--- src/rtl/sw_debounce.sv ---
// Slide-switch conditioner: two-flop synchroniser, per-bit stability counter,
// and single-cycle rise/fall event pulses aligned with the debounced word.
module sw_debounce #(
  parameter int unsigned NUM_SW          = 17,
  parameter int unsigned DEBOUNCE_CYCLES = 1000000
) (
  input  logic              clk_i,
  input  logic              rst_ni,
  input  logic [NUM_SW-1:0] sw_i,
  output logic [31:0]       sw_o,
  output logic [NUM_SW-1:0] sw_rise_o,
  output logic [NUM_SW-1:0] sw_fall_o,
  output logic              sw_event_o
);

  localparam int unsigned CNT_W = $clog2(DEBOUNCE_CYCLES + 1);
  localparam logic [CNT_W-1:0] CNT_MAX = CNT_W'(DEBOUNCE_CYCLES - 1);

  logic [NUM_SW-1:0] sync1_q;
  logic [NUM_SW-1:0] sync2_q;
  logic [NUM_SW-1:0] stable_q;
  logic [NUM_SW-1:0] stable_d_q;
  logic [CNT_W-1:0]  cnt_q [NUM_SW];

  // Metastability guard: plain two-flop chain, nothing between the stages
  always_ff @(posedge clk_i or negedge rst_ni) begin
    if (!rst_ni) begin
      sync1_q <= '0;
      sync2_q <= '0;
    end else begin
      sync1_q <= sw_i;
      sync2_q <= sync1_q;
    end
  end

  // Per-bit stability counter; any return to the stable value forfeits progress
  always_ff @(posedge clk_i or negedge rst_ni) begin
    if (!rst_ni) begin
      stable_q <= '0;
      for (int i = 0; i < int'(NUM_SW); i++) cnt_q[i] <= '0;
    end else begin
      for (int i = 0; i < int'(NUM_SW); i++) begin
        if (sync2_q[i] == stable_q[i]) begin
          cnt_q[i] <= '0;
        end else if (cnt_q[i] == CNT_MAX) begin
          stable_q[i] <= sync2_q[i];
          cnt_q[i]    <= '0;
        end else begin
          cnt_q[i] <= cnt_q[i] + CNT_W'(1);
        end
      end
    end
  end

  // Delayed copy for edge detection
  always_ff @(posedge clk_i or negedge rst_ni) begin
    if (!rst_ni) begin
      stable_d_q <= '0;
    end else begin
      stable_d_q <= stable_q;
    end
  end

  assign sw_o       = 32'(stable_q);
  assign sw_rise_o  = stable_q & ~stable_d_q;
  assign sw_fall_o  = ~stable_q & stable_d_q;
  assign sw_event_o = |{sw_rise_o, sw_fall_o};

endmodule

--- config.mk ---
export PLATFORM = sky130hd
export DESIGN_NAME = sw_debounce
export DESIGN_NICKNAME = d
export VERILOG_FILES = /design/src/rtl/sw_debounce.sv
export SDC_FILE = /design/constraint.sdc
export NUM_CORES = 1
export LEC_CHECK = 0
export ABC_AREA = 0
export CORE_ASPECT_RATIO = 0.9
export CORE_UTILIZATION = 68
export CTS_BUF_LIST = sky130_fd_sc_hd__clkbuf_8
export CTS_CLUSTER_SIZE = 10
export DETAILED_ROUTE_END_ITERATION = 6
export MAX_ROUTING_LAYER = met4
export PLACE_DENSITY = 0.95
export SETUP_SLACK_MARGIN = 0.3
export SYNTH_ARGS = -nofsm -noshare
export SYNTH_HDL_FRONTEND = slang
export SYNTH_SLANG_ARGS = --single-unit
--- constraint.sdc ---
create_clock -name clk_i -period 4.67 [get_ports clk_i]
set_input_delay 0.934 -clock clk_i [delete_from_list [all_inputs] [get_ports clk_i]]
set_output_delay 0.934 -clock clk_i [all_outputs]
set_load 0.01 [all_outputs]
Word-level counts from Yosys, hierarchy flattened --
Cells that the tools add are included.
Storage, ports and cells: register bits after elaboration 408, bits of input ports 19, output and inout bits 67, logic and storage cells 161
Cells by class: add/sub/neg operators 17, equality and inequality tests 34, mux-type cells 34, bitwise operators 21, reduce and logical (&&, ||, !) cells 18
Operator list (count):
- $mux 20 | 34
- $add 20x1->20 const B | 17
- $eq 20x20->1 const B | 17
- $and 17x17->17 | 2
- $not 17->17 | 2
- $reduce_and 2->1 | 17
- $reduce_or 34->1 | 1
- $eq 1x1->1 | 17
- $not 1->1 | 17

Logic depth before layout (Yosys ltp) --
Gate-level depths: netlist (run 1).
depth in word-level cells 3, depth in mapped cells 6, gate-level depth less buffers 5

Worst setup path after synthesis (run 1) --
No wires, ideal clock.
kind flip-flop to output port, start reg stable_q[9], end out sw_event_o, arrival time 1.210 ns, required time 3.736 ns, path slack 2.526 ns, stages on the path, launching flop included 5, buffers on the path 0, cells stage by stage dfrtp_1 nor2b_1 nor4_1 and4_1 nand4_1
Between the ends: elaborated cells between the ends (all ways) 4, those cells by class 3 x bitwise; 1 x reduce/logical
RTL lines:
- start, declared | RTL line 21 | logic [NUM_SW-1:0] stable_q;
- start signal, assigned by index | RTL line 46 | stable_q[i] <= sync2_q[i];
- $and 17x17->17 | RTL line 65 | assign sw_rise_o = stable_q & ~stable_d_q;
- via sw_rise_o[9] | RTL line 11 | output logic [NUM_SW-1:0] sw_rise_o,
- $reduce_or 34->1 | RTL line 67 | assign sw_event_o = |{sw_rise_o, sw_fall_o};
- end, declared | RTL line 13 | output logic sw_event_o
The timed path passes the listed nets, and every way through them passes these cells.

Worst setup path after layout (run 1) --
start reg stable_q[6], end out sw_event_o
Between the ends: longest elaborated chain between the ends 3, elaborated cells between the ends (all ways) 4, those cells by class 3 x bitwise; 1 x reduce/logical
RTL lines:
- $not 17->17 | RTL line 66 | assign sw_fall_o = ~stable_q & stable_d_q;
- $and 17x17->17 | RTL line 66
- $reduce_or 34->1 (*) | RTL line 67
Mark *: on every way between the ends. The rest lies on a longest branch, timed or not.

==> flow_metrics.tcl, run 1 <==
set metrics [dict create \
    slew_headroom_pct 13.8 \
    synthFlopType "dfrtp_1" \
    clock-root-buffer "clkbuf_8" \
    ys_warn_count 0 \
    grt_pass1_wl_mm 77.7 \
    gp_congestion 0.939 \
    cts.repair.resized 0 \
    hold_depth 0 \
    rows 58 \
    grt-ovfl-total 0 \
    yosysSeqAreaShare_pct 52.3 \
    dp_cells 2360 \
    antenna_cells 0 \
    synth_top_area_cell "dfrtp_1" \
    synth_top_area_share_pct 52.3 \
    ys_top_cells_by_area "dfrtp_1 (52%), xnor2_1 (4.8%), nor2_1 (4.8%)" \
    avgSynthCellArea_sq_um 9.90 \
    drt_first_iter_violations 1491 \
    tightest_slew_ps 1290 \
    antenna_found_initial 0 \
    criticalPathCategory "reg -> out" \
    coreArea_sq_um 28100 \
    setup_ws_ps 1130 \
    drc_errors 0 \
    cts_hold_buf 0 \
    post-place-ws_ps 1770 \
    setup_viol 0 \
    clk_path_buf_depth 3 \
    dp_hpwl_mm 30.4 \
    start_util_pct 69.5 \
    final_area_sq_um 21700 \
    chipHeight_microns 163 \
    io_buffers 70 \
    worstPathRequired_ps 3740 \
    syn_area_sq_um 19500 \
    async_flop_share_pct 100 \
    tritoncts "yes" \
    fin_util_pct 77.4 \
    outcome "completed" \
    cts_made_buffers 61 \
    synth.distinct_cells 54 \
    ys_ff_latch 408 \
    p_leak_nw 8.91 \
    reg2reg_depth 5 \
    path_max_fanout 6 \
    clkTransAtPathRegs_ps 60 \
    worst_setup_path_start_kind "flip-flop" \
    vdd_drop_max_mv 0.283 \
    ant_nets 0 \
    grt_max_degree 118 \
    cts_setup_buffers 0 \
    drt-pass1-iter-count 6 \
    vias 15800 \
    die_area_sq_um 29400 \
    fmax_mhz 282 \
    crit_path_end "sw_event_o" \
    layout-drive-gt1-share_pct 7.78 \
    drt_wl_total_mm 47.2 \
    drv_slew 0 \
    wl_per_cell_microns 19.1 \
    r2r_end "cnt_q[122]$_DFF_PN0_" \
    r2r_start "cnt_q[135]$_DFF_PN0_" \
    post-route-period-util_pct 75.9 \
    area_growth_pct 11.4 \
    rsz0062_at_grt "false" \
    via_per_inst 6.40 \
    synth_cells 1971 \
    layout.cells.non_filler 2469 \
    critPathArrivalTime_ps 2610 \
    hp-class "reg -> reg" \
    grt_usage_pct 33.9 \
    clk_latency_ps 610 \
    hold_violations 0 \
    io_pins 86 \
    critPathLaunch "stable_q[6]$_DFFE_PN0P_" \
    die_w_microns 181 \
    finalNetCount 2099 \
    r2r_slack_ps 1900 \
    skew_ps 12.0 \
    cts.sink_count 408 \
    min_period_ps 3540 \
    maxCapViolations 0 \
    grt_pass1_vias 15700 \
    powerDensity_nw_per_um2 309 \
    synth-edff-count 0 \
    tns_ps 0 \
    place_area_sq_um 20500 \
    h-tree-depth 2 \
    cp-end-kind "output pin" \
]
==> cell type report <==
cell class / instances / area (sq um)
clock buffers: 77 / 1060
clock inverters: 32 / 130
fillers: 1644 / 6360
inverters: 71 / 267
multi-input cells: 1433 / 8730
flip-flops and latches: 408 / 10200
well taps: 360 / 450
repair buffers: 88 / 878
==> layer usage <==
| layer | global-route usage, % | vias to the layer above | share of wire (%) |
|---|---|---|---|
| met1 | 40.3 | 7751 | 39 |
| met4 | 20.0 | 0 | 5.8 |
| met5 | - | - | 0 |
| li1 | - | 7141 | - |
| met3 | 6.95 | 205 | 6.8 |
| met2 | 54.0 | 708 | 49 |
==> state kept, by name, summed over array words and instances, names as in the netlist <==
name        flops
stable_d_q     17
sync1_q        17
cnt_q         340
sync2_q        17
stable_q       17
==> worst min-delay path by stage <==
stage / start / end / slack, ps
3_3_place_gp: sync1_q[10]$_DFF_PN0_ / sync2_q[10]$_DFF_PN0_ / 340
6_report: sync1_q[15]$_DFF_PN0_ / sync2_q[15]$_DFF_PN0_ / 350
3_5_place_dp: sync1_q[15]$_DFF_PN0_ / sync2_q[15]$_DFF_PN0_ / 340
4_1_cts: sync1_q[15]$_DFF_PN0_ / sync2_q[15]$_DFF_PN0_ / 350
2_1_floorplan: sync1_q[0]$_DFF_PN0_ / sync2_q[0]$_DFF_PN0_ / 330
5_1_grt: sync1_q[8]$_DFF_PN0_ / sync2_q[8]$_DFF_PN0_ / 360
==> worst max-delay path: stages (launching register included) <==
cell and delay, ps:
dfrtp_1 440, nor2b_1 190, nor4_1 440, and3_1 220
nand4_1 170, clkdlybuf4s50_1 540
==> stage by stage <==
step | total power, mW | hold WS (ps)
final | 6.72 | 351
after floorplan | 3.81 | 331
after global placement | 3.93 | 335
after global routing | 6.94 | 357
after CTS | 6.75 | 350
after detailed placement | 3.94 | 339
==> cell usage in the layout, fill, tap and decap left out, drive strengths merged, types with 9 or more instances in the layout <==
| cell type | Yosys | final |
|---|---|---|
| nor4b | 10 | 10 |
| nand2 | 95 | 95 |
| clkdlybuf4s50 | 0 | 69 |
| or3 | 67 | 67 |
| nor3 | 52 | 52 |
| a21oi | 113 | 113 |
| nor2 | 249 | 249 |
| nor2b | 36 | 36 |
| or4b | 9 | 9 |
| xor2 | 102 | 102 |
| and3 | 34 | 34 |
| and2 | 14 | 14 |
| or4 | 68 | 68 |
| xnor2 | 107 | 107 |
| inv | 71 | 97 |
| mux2 | 17 | 17 |
| ha | 17 | 17 |
| o21ai | 77 | 77 |
| o31ai | 43 | 43 |
| nor4 | 43 | 43 |
| and4 | 16 | 16 |
| buf | 48 | 19 |
| dfrtp | 408 | 408 |
| conb | 1 | 15 |
| nand4 | 64 | 64 |
| nand3 | 148 | 148 |
| clkbuf | 25 | 77 |
==> synthesized netlist by cell type, types with 5 or more instances <==
cell	instances
nand4b_1	6
and3_1	33
xnor2_1	107
dfrtp_1	408
inv_1	71
or4b_1	5
or3_1	65
nand3_1	140
or2_2	6
buf_2	31
nor2_1	249
o21ai_1	7
and2_1	14
nand3_2	8
mux2_2	17
nor4b_1	10
buf_4	16
xor2_1	102
a21oi_1	109
o31ai_1	41
nor2b_1	36
or4_4	5
nand4_1	64
ha_1	17
o21ai_0	69
nand2b_1	5
nand2_1	95
or4_1	63
and4_1	16
clkbuf_1	24
nor4_1	43
nor3_1	52
==> report_power, final <==
| group | total (mW) | internal, mW | switching, mW |
|---|---|---|---|
| clock network | 2.83 | 1.47 | 1.36 |
| registers | 3.64 | 3.59 | 0.0583 |
| logic | 0.242 | 0.0703 | 0.172 |
| total | 6.72 | 5.12 | 1.59 |
==> kinds of logic (layout without fill, tap and decap cells) <==
kind of cell,count (synthesis),after routing,synth area share (%)
XOR/XNOR,209,209,9.38
flip-flops,408,408,52.3
buffers and inverters,144,268,3.32
multiplexers,18,18,1.03
AO/OA/AOI/OAI,242,242,7.12
AND/OR/NAND/NOR,932,932,25.7
adder cells (fa/ha/maj),17,17,1.09
other,1,15,0.0192
Note: power is estimated with default switching activity, not from simulation.
==> run 2, diff against run 1 <==
CORE_UTILIZATION = 63   (was 68)
PLACE_DENSITY = 0.89   (was 0.95)
clock period = 3.7 ns   (was 4.67 ns; I/O delays follow)
==> run 2 against run 1 <==
  * Clock skew grew 8.0 ps
  * Sequential share of layout area shrank 0.57 points
  * Setup slack worse by 610 ps
  * Routed wire length fell by 10%
  * Critical endpoint unchanged
  * Highest routed layer unchanged
==> flow_metrics.tcl, run 2 (same netlist as run 1, synthesis figures left out) <==
set metrics [dict create \
    outcome "completed" \
    path_max_fanout 6 \
    grt_usage_pct 28.3 \
    antenna_cells 0 \
    via_per_inst 6.02 \
    grt_pass1_vias 14900 \
    finalPower_mw 8.81 \
    die_area_sq_um 31700 \
    cp-end-kind "output pin" \
    r2r_slack_ps 1090 \
    tightest_slew_ps 893 \
    rsz0062_at_grt "false" \
    vdd_drop_max_mv 0.286 \
    finalNetCount 2109 \
    gp_congestion 0.921 \
    tritoncts "yes" \
    start_util_pct 64.6 \
    worst_setup_path_start_kind "flip-flop" \
    drt_wl_total_mm 42.3 \
    grt-ovfl-total 0 \
    drt-pass1-iter-count 6 \
    cts_setup_buffers 0 \
    tns_ps 0 \
    hp-class "in -> async" \
    criticalPathCategory "reg -> out" \
    top_register "cnt_q" \
    area_growth_pct 12.7 \
    fin_util_pct 72.9 \
    dp_hpwl_mm 28.9 \
    clk_path_buf_depth 3 \
    coreArea_sq_um 30200 \
    clock-root-buffer "clkbuf_8" \
    worstPathRequired_ps 2960 \
    cts_made_buffers 66 \
    clkTransAtPathRegs_ps 70 \
    maxCapViolations 0 \
    clk_latency_ps 580 \
    grt_max_degree 113 \
    fmax_mhz 314 \
    die_w_microns 187 \
    layout-drive-gt1-share_pct 8.82 \
    drv_slew 0 \
    h-tree-depth 3 \
    io_buffers 70 \
    ant_nets 0 \
    reg2reg_depth 5 \
    wl_per_cell_microns 16.8 \
    critPathMaxStageDelay_ps 570 \
    final_common_cell "dfrtp_1" \
    p_leak_nw 8.98 \
    chipHeight_microns 169 \
    critPathArrivalTime_ps 2440 \
    critPathLaunch "stable_q[6]$_DFFE_PN0P_" \
    drc_errors 0 \
    vias 15200 \
    powerDensity_nw_per_um2 400 \
    hold_violations 0 \
    min_period_ps 3180 \
    largest_reg_flops 340 \
    antenna_found_initial 0 \
    r2r_start "cnt_q[208]$_DFF_PN0_" \
    crit_chain "nor2b_1, nor4_2, and3_1, nand4_1, clkdlybuf4s50_1" \
    post-route-period-util_pct 86.0 \
    io_pins 86 \
    layout_common_cells "dfrtp_1 (408), nor2_1 (249), nand3_1 (140)" \
    setup_viol 0 \
    rows 60 \
    cts.sink_count 408 \
    crit_slowest_cell "clkdlybuf4s50_1" \
    slew_headroom_pct 40.5 \
    skew_ps 20.0 \
    drt_first_iter_violations 1206 \
    grt_pass1_wl_mm 71.0 \
    r2r_end "cnt_q[214]$_DFF_PN0_" \
]
[run 2: changes by cell type in the layout (fill, tap and decap cells not counted)]
cell / previous run / this run
nor4_1: 43 / 42
inv_1: 97 / 85
nor4_2: 0 / 1
clkinv_2: 5 / 10
bufinv_16: 0 / 1
buf_4: 15 / 19
clkinvlp_4: 1 / 2
clkbuf_8: 77 / 87
buf_12: 3 / 4
[run 2: per-stage QoR]
stage | cell area, sq um | cells | setup WS [ps] | hold slack [ps]
3_3_place_gp | 20600 | 2408 | 1110 | 333
3_5_place_dp | 20600 | 2408 | 1090 | 336
4_1_cts | 22000 | 2522 | 439 | 272
2_1_floorplan | 19600 | 1985 | 1720 | 331
6_report | 22000 | 2522 | 519 | 254
5_1_grt | 22000 | 2522 | 372 | 304
[run 2: worst max path at each step]
stage / end / slack, ps
2_1_floorplan: cnt_q[58]$_DFF_PN0_ / 1720
3_3_place_gp: sw_event_o / 1110
3_5_place_dp: sw_event_o / 1090
4_1_cts: sw_event_o / 440
5_1_grt: sw_event_o / 370
6_report: sw_event_o / 520
[run 2: layout make-up]
class,instances,area [sq um]
well taps,403,504
repair buffers,93,928
multi-input cells,1433,8740
clock inverters,27,148
clock buffers,87,1200
inverters,71,267
flip-flops and latches,408,10200
fillers,1979,8190
[run 2: worst max-delay path: cells and delay by family (launching register included)]
family / cells / cell delay, ps
AND/OR/NAND/NOR: 4 / 860
buffers and inverters: 1 / 570
flip-flops: 1 / 450
[run 2: metal layers]
layer	part of all wire, %	vias to the layer above	track usage, %	wire length (microns)
met3	4.9	137	5.12	2090
met1	42	7428	34.4	17700
met5	0	-	-	0
li1	-	7169	-	-
met2	48	454	45.4	20200
met4	5.5	0	15.0	2310
[run 2: where the power goes]
part,switching [mW],internal (mW),total (mW)
Combinational,0.210,0.0929,0.303
Sequential,0.0681,4.53,4.60
Clock,1.74,2.17,3.91
Total,2.02,6.79,8.81
[run 2: repair_timing]
| action | in CTS | in global routing |
|---|---|---|
| gates resized for setup | 0 | 1 |
| hold buffers | 0 | 0 |
| setup endpoints to repair | 0 | 1 |
==> run 3, diff against run 2 <==
CORE_UTILIZATION = 68   (was 63)
PLACE_DENSITY = 0.95   (was 0.89)
TNS_END_PERCENT = 50   (was default)
clock period = 4 ns   (was 3.7 ns; I/O delays follow)
==> run 3 against run 2 <==
  * The flow now finishes with violations (design-rule violations)
  * Combinational power is 5% lower
  * Critical endpoint unchanged
  * Final area barely moved
  * Clock power decreased by 3%
  * Highest routed layer unchanged
  * Routed wire length increased by 15%
  * Worst hold slack lost 7.4 ps
  * Setup slack worse by 3.7 ps
  * Non-clock buffer count fell by 1
==> flow_metrics.tcl, run 3 (same netlist as run 1, synthesis figures left out) <==
set metrics [dict create \
    outcome "finished, violations left" \
    violations "design-rule violations" \
    antenna_found_initial 0 \
    coreArea_sq_um 28100 \
    setup_viol 0 \
    top_register "cnt_q" \
    fmax_mhz 287 \
    largest_reg_flops 340 \
    cts_hold_buf 0 \
    setup_ws_ps 515 \
    drt_first_iter_violations 1689 \
    grt_max_degree 113 \
    chipHeight_microns 163 \
    io_buffers 70 \
    crit_slowest_cell "clkdlybuf4s50_1" \
    tritoncts "yes" \
    crit_chain "nor2b_1, nor4_1, and3_1, nand4_1, clkdlybuf4s50_1" \
    powerDensity_nw_per_um2 379 \
    fillers 1573 \
    multiInputGateArea_sq_um 8730 \
    cts_made_buffers 66 \
    vias 16000 \
    skew_ps 29.7 \
    grt_usage_pct 35.0 \
    maxCapViolations 0 \
    start_util_pct 69.5 \
    io_pins 86 \
    worstPathRequired_ps 3200 \
    dp_hpwl_mm 30.0 \
    hp-class "in -> async" \
    final_common_cell "dfrtp_1" \
    layout_common_cells "dfrtp_1 (408), nor2_1 (249), nand3_1 (140)" \
    die_w_microns 181 \
    cp-end-kind "output pin" \
    vdd_drop_max_mv 0.300 \
    area_growth_pct 12.7 \
    p_leak_nw 9.00 \
    post-place-ws_ps 1240 \
    grt_pass1_wl_mm 80.3 \
    hold_violations 0 \
    gp_congestion 0.904 \
    clkTransAtPathRegs_ps 60 \
    drt_wl_total_mm 48.5 \
    regArea_sq_um 10200 \
    critPathMaxStageDelay_ps 570 \
    path_max_fanout 6 \
    ant_nets 0 \
    drv_slew 0 \
    cts.repair.resized 0 \
    cts_setup_buffers 0 \
    grt_pass1_vias 15800 \
    clk_path_buf_depth 3 \
    path_delay_family "simple AND/OR/NAND/NOR gates" \
    antenna_cells 0 \
    worst_setup_path_start_kind "flip-flop" \
    criticalPathCategory "reg -> out" \
    cts.sink_count 408 \
    slew_headroom_pct 17.3 \
    post-route-period-util_pct 87.1 \
    path_buf_inv 1 \
    rsz0062_at_grt "false" \
    layout-drive-gt1-share_pct 8.87 \
    clk_latency_ps 600 \
    clock-root-buffer "clkbuf_8" \
    via_per_inst 6.46 \
    drt-pass1-iter-count 7 \
    tns_ps 0 \
    drc_errors 1 \
    tightest_slew_ps 1230 \
    critPathArrivalTime_ps 2690 \
    finalNetCount 2108 \
    grt-ovfl-total 0 \
    min_period_ps 3490 \
    wl_per_cell_microns 19.6 \
    rows 58 \
    h-tree-depth 3 \
    die_area_sq_um 29400 \
]
-- run 3: where the power goes --
group          internal, mW  total [mW]  switching [mW]  leakage (nW)
combinational        0.0867       0.289           0.203          2.64
sequential             4.19        4.25          0.0667          5.58
clock                  2.11        3.78            1.67         0.777
-- run 3: per-layer routing --
layer / GRT usage [%] / share of wire (%)
met2: 55.4 / 48
met3: 6.78 / 7.4
met5: - / 0
met4: 20.2 / 6.1
met1: 42.5 / 39
-- run 3: stage by stage --
step                area (sq um)  instances  util, %  total power [mW]  hold WS, ps
floorplan                  19600       1985        -              4.45          331
global placement           20600       2363     73.3              4.59          332
detailed placement         20600       2363     73.3              4.61          335
CTS                        22000       2479     78.2              8.36          320
global route               22000       2480     78.3              8.58          351
finish                     22000       2480     78.3              8.32          246
-- run 3: cell type report --
class                      instances  share of cell area, %
timing repair buffer              92                   4.19
tap                              360                   2.05
clock buffer                      89                   5.57
clock inverter                    27                  0.791
multi-input combinational       1433                   39.7
sequential                       408                   46.5
inverter                          71                   1.21
-- run 3: path summary, 6_finish.rpt --
path / start / endpoint / slack, ps / depth (start not counted)
max reg2reg: cnt_q[12]$_DFF_PN0_ / cnt_q[14]$_DFF_PN0_ / 1270 / 5
min: rst_ni / cnt_q[195]$_DFF_PN0_ / 250 / 1
min reg2reg: sync1_q[13]$_DFF_PN0_ / sync2_q[13]$_DFF_PN0_ / 340 / 0
max: stable_q[6]$_DFFE_PN0P_ / sw_event_o / 510 / 5
max in group asynchronous: rst_ni / cnt_q[336]$_DFF_PN0_ / 2670 / 2
min in group clk_i: sync1_q[13]$_DFF_PN0_ / sync2_q[13]$_DFF_PN0_ / 340 / 0
